==> config.mk <==
export PLATFORM = sky130hd
export DESIGN_NAME = control_sequencer
export DESIGN_NICKNAME = d
export VERILOG_FILES = /design/src/rtl/control_sequencer.sv
export SDC_FILE = /design/constraint.sdc
export NUM_CORES = 1
export LEC_CHECK = 0
export CAP_MARGIN = 0
export CORE_ASPECT_RATIO = 0.6
export CORE_UTILIZATION = 33
export CTS_CLUSTER_DIAMETER = 50
export DETAILED_ROUTE_END_ITERATION = 12
export PLACE_DENSITY = 0.79
export SLEW_MARGIN = 5
export SYNTH_ARGS = -nofsm -noshare
export SYNTH_HDL_FRONTEND = slang
export SYNTH_SLANG_ARGS = --single-unit
==> constraint.sdc <==
create_clock -name clk -period 1.9 [get_ports clk]
set_input_delay 0.38 -clock clk [delete_from_list [all_inputs] [get_ports clk]]
set_output_delay 0.38 -clock clk [all_outputs]
set_load 0.02 [all_outputs]
==> src/rtl/control_sequencer.sv <==
// -----------------------------------------------------------------------------
// control_sequencer
//
// Hardwired control unit for the single-bus datapath. Walks fetch (T0-T2),
// decode (T3) and the per-opcode execute states (T4-T7), issuing one T-state of
// datapath controls per clock. Memory accesses in T1 (fetch), T6 (ld) and
// T7 (st) wait on mem_ready, so memory latency can vary.
//
// Ports
//   clk                  system clock, rising-edge active
//   reset                asynchronous, active-high reset
//   IR_Data[31:0]        instruction register; opcode in [31:27]
//   mem_ready            memory finished the current read/write
//   PC_enable .. r_enable register load enables
//   read, write          memory strobes (read also steers memory into the MDR)
//   Gra, Grb, BAout      register select/encode controls
//   PC_select .. r_select bus source selects
//   alu_instruction[4:0] ALU opcode
//   halted               high while in HALT
//   illegal_op           one-cycle pulse in T3 for an unrecognised opcode
// -----------------------------------------------------------------------------
module control_sequencer #(
  parameter logic [4:0] ALU_ADD = 5'b00011,
  parameter logic [4:0] ALU_AND = 5'b00101,
  parameter logic [4:0] ALU_OR  = 5'b00110
) (
  input  logic        clk,
  input  logic        reset,
  input  logic [31:0] IR_Data,
  input  logic        mem_ready,
  output logic        PC_enable,
  output logic        PC_increment_enable,
  output logic        IR_enable,
  output logic        Y_enable,
  output logic        Z_enable,
  output logic        MAR_enable,
  output logic        MDR_enable,
  output logic        r_enable,
  output logic        read,
  output logic        write,
  output logic        Gra,
  output logic        Grb,
  output logic        BAout,
  output logic        PC_select,
  output logic        Z_LO_select,
  output logic        MDR_select,
  output logic        c_select,
  output logic        r_select,
  output logic [4:0]  alu_instruction,
  output logic        halted,
  output logic        illegal_op
);

  localparam logic [4:0] OP_LD   = 5'b00000;
  localparam logic [4:0] OP_LDI  = 5'b00001;
  localparam logic [4:0] OP_ST   = 5'b00010;
  localparam logic [4:0] OP_ADDI = 5'b01100;
  localparam logic [4:0] OP_ANDI = 5'b01101;
  localparam logic [4:0] OP_ORI  = 5'b01110;
  localparam logic [4:0] OP_NOP  = 5'b11010;
  localparam logic [4:0] OP_HALT = 5'b11011;

  typedef enum logic [3:0] {
    S_T0, S_T1, S_T2, S_T3, S_T4, S_T5, S_T6, S_T7, S_HALT
  } state_t;

  state_t     r_state;
  state_t     w_next;
  logic [4:0] r_opcode;   // opcode captured in T3 for the execute states
  logic [4:0] w_ir_op;
  logic       w_mem_op;   // ld or st: address-calculation path through T5

  // Only the opcode field steers sequencing; operand fields go to the datapath.
  logic       w_unused_ir;
  assign w_unused_ir = ^IR_Data[26:0];

  assign w_ir_op  = IR_Data[31:27];
  assign w_mem_op = (r_opcode == OP_LD) || (r_opcode == OP_ST);

  // NOTE: state registers use non-blocking (<=) so every flop samples the
  // pre-edge values; blocking here would create order-dependent simulation.
  always_ff @(posedge clk or posedge reset) begin
    if (reset) begin
      r_state  <= S_T0;
      r_opcode <= 5'b00000;
    end else begin
      r_state <= w_next;
      if (r_state == S_T3) r_opcode <= w_ir_op;
    end
  end

  // NOTE: every output and w_next gets a default before the case so that no
  // path leaves a variable unassigned, which would infer a latch.
  always_comb begin
    w_next              = r_state;
    PC_enable           = 1'b0;
    PC_increment_enable = 1'b0;
    IR_enable           = 1'b0;
    Y_enable            = 1'b0;
    Z_enable            = 1'b0;
    MAR_enable          = 1'b0;
    MDR_enable          = 1'b0;
    r_enable            = 1'b0;
    read                = 1'b0;
    write               = 1'b0;
    Gra                 = 1'b0;
    Grb                 = 1'b0;
    BAout               = 1'b0;
    PC_select           = 1'b0;
    Z_LO_select         = 1'b0;
    MDR_select          = 1'b0;
    c_select            = 1'b0;
    r_select            = 1'b0;
    alu_instruction     = 5'b00000;
    halted              = 1'b0;
    illegal_op          = 1'b0;

    // Outputs are forced low for as long as reset is held, so an abandoned
    // instruction cannot issue a partial write-back during reset.
    if (!reset) begin
      unique case (r_state)
        S_T0: begin
          PC_select  = 1'b1;
          MAR_enable = 1'b1;
          w_next     = S_T1;
        end
        S_T1: begin
          read       = 1'b1;
          MDR_enable = 1'b1;
          // PC bumps only on the completing cycle: one increment per fetch.
          if (mem_ready) begin
            PC_increment_enable = 1'b1;
            w_next              = S_T2;
          end
        end
        S_T2: begin
          MDR_select = 1'b1;
          IR_enable  = 1'b1;
          w_next     = S_T3;
        end
        S_T3: begin
          // IR loaded at the end of T2, so IR_Data is the new instruction here.
          unique case (w_ir_op)
            OP_LD, OP_LDI, OP_ST: begin
              Grb      = 1'b1;
              BAout    = 1'b1;
              Y_enable = 1'b1;
              w_next   = S_T4;
            end
            OP_ADDI, OP_ANDI, OP_ORI: begin
              Grb      = 1'b1;
              r_select = 1'b1;
              Y_enable = 1'b1;
              w_next   = S_T4;
            end
            OP_NOP:  w_next = S_T0;
            OP_HALT: w_next = S_HALT;
            default: begin
              illegal_op = 1'b1;
              w_next     = S_T0;
            end
          endcase
        end
        S_T4: begin
          c_select = 1'b1;
          Z_enable = 1'b1;
          unique case (r_opcode)
            OP_ANDI: alu_instruction = ALU_AND;
            OP_ORI:  alu_instruction = ALU_OR;
            default: alu_instruction = ALU_ADD;
          endcase
          w_next = S_T5;
        end
        S_T5: begin
          Z_LO_select = 1'b1;
          if (w_mem_op) begin
            MAR_enable = 1'b1;
            w_next     = S_T6;
          end else begin
            Gra      = 1'b1;
            r_enable = 1'b1;
            w_next   = S_T0;
          end
        end
        S_T6: begin
          MDR_enable = 1'b1;
          if (r_opcode == OP_ST) begin
            // read stays low so the MDR loads the store data from the bus.
            Gra      = 1'b1;
            r_select = 1'b1;
            w_next   = S_T7;
          end else begin
            read = 1'b1;
            if (mem_ready) w_next = S_T7;
          end
        end
        S_T7: begin
          if (r_opcode == OP_ST) begin
            write = 1'b1;
            if (mem_ready) w_next = S_T0;
          end else begin
            MDR_select = 1'b1;
            Gra        = 1'b1;
            r_enable   = 1'b1;
            w_next     = S_T0;
          end
        end
        S_HALT: begin
          halted = 1'b1;
        end
        default: w_next = S_T0;
      endcase
    end else begin
      w_next = S_T0;
    end
  end

endmodule

**After elaboration in Yosys (flattened, before gate mapping)**

Index checks and enable logic that the tools add are counted.

- Memories: 0
- Bits in writable memories: 0
- Bits in latches: 0
- Register bits: 9
- Output and inout port bits: 25
- Memory bits (read-only): 0
- Input bits: 35
- Logic and storage cells: 89

- Muxes and demuxes: 55
- Add/sub/neg operators: 0
- Shift-type cells: 0
- Div/mod/pow operators: 0
- Multiply operators: 0
- Eq/ne operators: 22
- Magnitude comparators: 0
- Bitwise logic cells: 0
- Reduce and logical (&&, ||, !) cells: 10

Operator list:

| cell | number |
|---|---|
| 2-to-1 mux 1 bit | 37 |
| one-hot mux 4 bit (9 select lines) | 1 |
| equality test 5 x 4 -> 1 bit (second input constant) | 5 |
| 2-to-1 mux 4 bit | 6 |
| equality test 4 x 3 -> 1 bit (second input constant) | 4 |
| equality test 5 x 2 -> 1 bit (second input constant) | 2 |
| equality test 5 bit (second input constant) | 2 |
| logical NOT 5 bit | 2 |
| one-hot mux 1 bit (2 select lines) | 5 |
| 2-to-1 mux 3 bit | 3 |
| equality test 4 x 2 -> 1 bit (second input constant) | 2 |
| inequality test 4 bit (second input constant) | 2 |
| one-hot mux 4 bit (2 select lines) | 1 |
| OR reduction 8 bit | 1 |
| one-hot mux 3 bit (2 select lines) | 1 |
| OR reduction 3 bit | 2 |
| OR reduction 6 bit | 1 |
| equality test 5 x 1 -> 1 bit (second input constant) | 1 |
| equality test 4 x 1 -> 1 bit (second input constant) | 1 |
| equality test 4 bit (second input constant) | 1 |
| logical NOT 4 bit | 1 |
| AND reduction 4 bit | 1 |
| inequality test 3 bit (second input constant) | 1 |
| one-hot mux 1 bit (3 select lines) | 1 |
| other kinds (3) | 3 |

**Depth between registers and ports, before layout**

- Word-level depth: 5
- Gate-level depth with buffers: 6
- Mapped depth without buffers: 4

**Least setup slack after synthesis**

Ideal clock, no wire load.

- Kind: reg-to-output
- Start: register r_state[2]
- End: output BAout
- Cell stages (with the launch flop): 6
- Arrival time: 1.678 ns
- Path slack: -0.158 ns
- Required time: 1.520 ns
- Cell sequence: dfrtp_1 -> buf_2 -> nand3b_1 -> nor2_2 -> nand2_1 -> nor4_1

- Longest elaborated chain between the ends: 3

RTL lines:

| item | RTL line | source |
|---|---|---|
| start: declaration | 67 | `state_t r_state;` |
| start signal: assignment | 87 | `r_state <= w_next;` |
| equality test 4 x 2 -> 1 bit | 121 | `unique case (r_state)` |
| 2-to-1 mux 1 bit | 121 |  |
| 2-to-1 mux 1 bit | 120 | `if (!reset) begin` |
| end: declaration | 43 | `output logic BAout,` |

Every way passes these cells.

**Worst setup path after layout**

- Start: register r_opcode[0]
- End: output MAR_enable

- Longest elaborated chain between the ends: 5

RTL lines:

| item | RTL line | source |
|---|---|---|
| start: declaration | 69 | `logic [4:0] r_opcode;` |
| start signal: assignment | 88 | `if (r_state == S_T3) r_opcode <= w_ir_op;` |
| equality test 5 x 2 -> 1 bit / logical NOT 5 bit (equally long branches) | 78 | `assign w_mem_op = (r_opcode == OP_LD) \|\| (r_opcode == OP_ST);` |
| logical OR 1 bit * | 78 |  |
| 2-to-1 mux 1 bit * | 176 | `if (w_mem_op) begin` |
| one-hot mux 1 bit (2 select lines) * | 121 |  |
| 2-to-1 mux 1 bit * | 120 |  |
| end: declaration | 36 | `output logic MAR_enable,` |

Every way passes the cells marked *; elsewhere a longest branch is shown, timed or not.

==> impl_metrics.toml <==
[critical_path]
r2r-end = "r_state[0]"
crit_path_end_kind = "primary output"
cp.arrival_ps = 1640
crit_chain = "nor4_4 -> buf_4 -> buf_6 -> a21oi_2 -> nor3_2 -> buf_4"
crit_top_cell = "buf_4"
r2r_slack_ps = 180
crit_fanout = 2
start_kind = "register"
slowest_delay_ps = 400
rr_worst_depth = 8
slowest_stage = "dfrtp_1"
required_ps = 1520
rr_startpoint = "r_opcode[0]"
critPathKind = "reg2out"

[synth]
async_flop_share = 1.000
yosysSeqAreaShare = 0.2844
ys_warn_count = 0
synth_flop_cell = "dfrtp_1"
syn_area_um2 = 792.0
synth_area_leaders = "dfrtp_1 28%, nor2_1 7.6%, nand2_1 6.6%"
ys_ff_latch = 9
synth_edf_count = 0
yosysTopAreaCell = "dfrtp_1"
syn_area_per_cell_um2 = 7.333
synthesis.instances = 108
yosysTopAreaCellShare = 0.2844
post-synth-top-count-cell = "nor2_1"
synth_common_cells = "16 x nor2_1, 14 x nand2_1, 9 x dfrtp_1"
ys_types = 33

[timing]
setup-violations-final = 6
setup_slack_ps = -120.6
fmax_ghz = 0.4949
hold_violations = 0
finalCritPeriodShare = 1.063
skew_ps = 10.91
fin_worst_hold_slack_ps = 460.1
setup_tns_ps = -443.4
rsz0062_at_grt = "true"
final_max_slew_viol_count = 0
min_period_ps = 2021

[route]
wl_mm = 3.476
dr.pass1.iters = 4
antenna_left = 0
routed-via-count = 1112
avgViaCountPerCell = 5.346
drc = 0
first_iter_violations = 74
wire_per_inst_um = 16.71

[grt]
grt_max_degree = 10
grt_usage = 0.2595
grt_overflow = 0
grt_antenna_before_repair = 0
grt_pass1_vias = 1014
grt_pass1_wl_mm = 4.719

[placement]
io_buffers = 29
dpl.hpwl_mm = 2.178
gp_congestion = 0.8964

[power]
power_density_mw_per_mm2 = 660.9
power.leakage_nw = 0.7581
peakVddDrop_uv = 282.2

[clock_tree]
path_clk_slew_ps = 50
clk_latency_ps = 240
tritoncts = "built"
cts.sinks = 9
clk_root_buffer_cell = "clkbuf_8"
cts-htree-levels = 1
cts-buffers-inserted = 3
clk_path_buf_depth = 2

[worst_hold_path]
hp-class = "in2async"

[die]
die_h_um = 39.95
num_rows = 13
start_util = 0.3580
die_area_mm2 = 0.002606
io_pins = 60
core-area_mm2 = 0.002212
dieWidth_um = 65.25

[cells_and_area]
nets = 214
area_delta_synth_final_pct = 92.89
diodes = 0
drive_gt1_frac = 0.5618

[job]
maxCapViolations = 0

[outcome]
status = "complete, but fails checks"
violations = "setup timing"
-- state kept, by name, indices dropped and copies added (netlist names) --
register	cells
r_state	4
r_opcode	5
-- kinds of logic after synthesis --
logic type                count (synthesis)  synth area share
xor gates and xnor gates                  1           0.01106
DFF                                       9            0.2844
buffers and inverters                    18            0.1137
AOI/OAI and AO/OA                        22            0.1864
muxes                                     4           0.05687
other                                     1          0.004735
and+or+nand+nor                          53            0.3428
-- stage by stage --
step | instances | power, W | util | setup slack [ps] | cell area (um2)
after floorplan | 110 | 0.0004613 | - | 29.84 | 813.3
after global placement | 195 | 0.0006631 | 0.6109 | -613.2 | 1351
final | 208 | 0.001010 | 0.6906 | -120.6 | 1528
after CTS | 206 | 0.0009470 | 0.6567 | -49.40 | 1453
after global routing | 208 | 0.001059 | 0.6906 | -181.4 | 1528
after detailed placement | 195 | 0.0006779 | 0.6109 | -676.7 | 1351
-- layer usage --
metal | routed length (um) | track usage
met1 | 1431 | 0.3077
met2 | 1675 | 0.4588
met3 | 231 | 0.04545
met4 | 138 | 0.1630
met5 | 0 | 0
-- cell usage in the layout (no fill, tap or decap), types with 2 or more instances in the layout --
master           count
conb_1               3
and3_1               3
inv_1                7
nand3b_1             2
nand2_1             12
mux2_2               3
clkdlybuf4s15_2      4
a21oi_1              2
nor4_2               3
buf_6                8
buf_2                5
nand2_2              2
nor3_2               2
o21ai_0              3
buf_4               49
a31oi_1              4
nand2b_1             2
a21oi_2              3
dfrtp_1              9
a21o_1               2
clkbuf_8             3
nor2_1               9
nor2_2               7
dlygate4sd2_1        6
-- worst max path at each step --
stage                     start  cells after the start                  to  slack (ps)
CTS                 r_opcode[4]                      6               write         -50
global route        r_opcode[0]                      6                 Gra        -180
floorplan            r_state[2]                      6            Y_enable          30
finish              r_opcode[0]                      6          MAR_enable        -120
detailed placement        reset                      5            r_enable        -680
global placement          reset                      6  alu_instruction[0]        -610
-- repair_timing --
item | CTS | global route
hold buffers | 0 | 0
buffers inserted | 8 | 3
hold endpoints to repair | 0 | 0
gates resized for setup | 122 | 17
setup endpoints to repair | 22 | 11
pin swaps | 11 | 7
-- cell type report --
class                      count  area [um2]
multi-input combinational     83       590.6
clock buffer                   4       45.04
tap                           30       37.54
fill                         177       684.4
inverter                       8       33.78
timing repair buffer          74       595.6
sequential                     9       225.2
-- critical path, delay by kind of cell (launching register included) --
| family | cells | cell delay [ps] |
|---|---|---|
| buffers and inverters | 3 | 480 |
| AO/OA/AOI/OAI | 1 | 50 |
| AND/OR/NAND/NOR | 2 | 470 |
| flip-flops | 1 | 400 |
-- where the power goes --
| part | switching, W | total [W] | internal (W) |
|---|---|---|---|
| logic | 0.000240 | 0.000493 | 0.000253 |
| registers | 0.0000588 | 0.000293 | 0.000234 |
| clock network | 0.0000774 | 0.000224 | 0.000146 |
No activity file was read; power rests on OpenSTA's default activity.
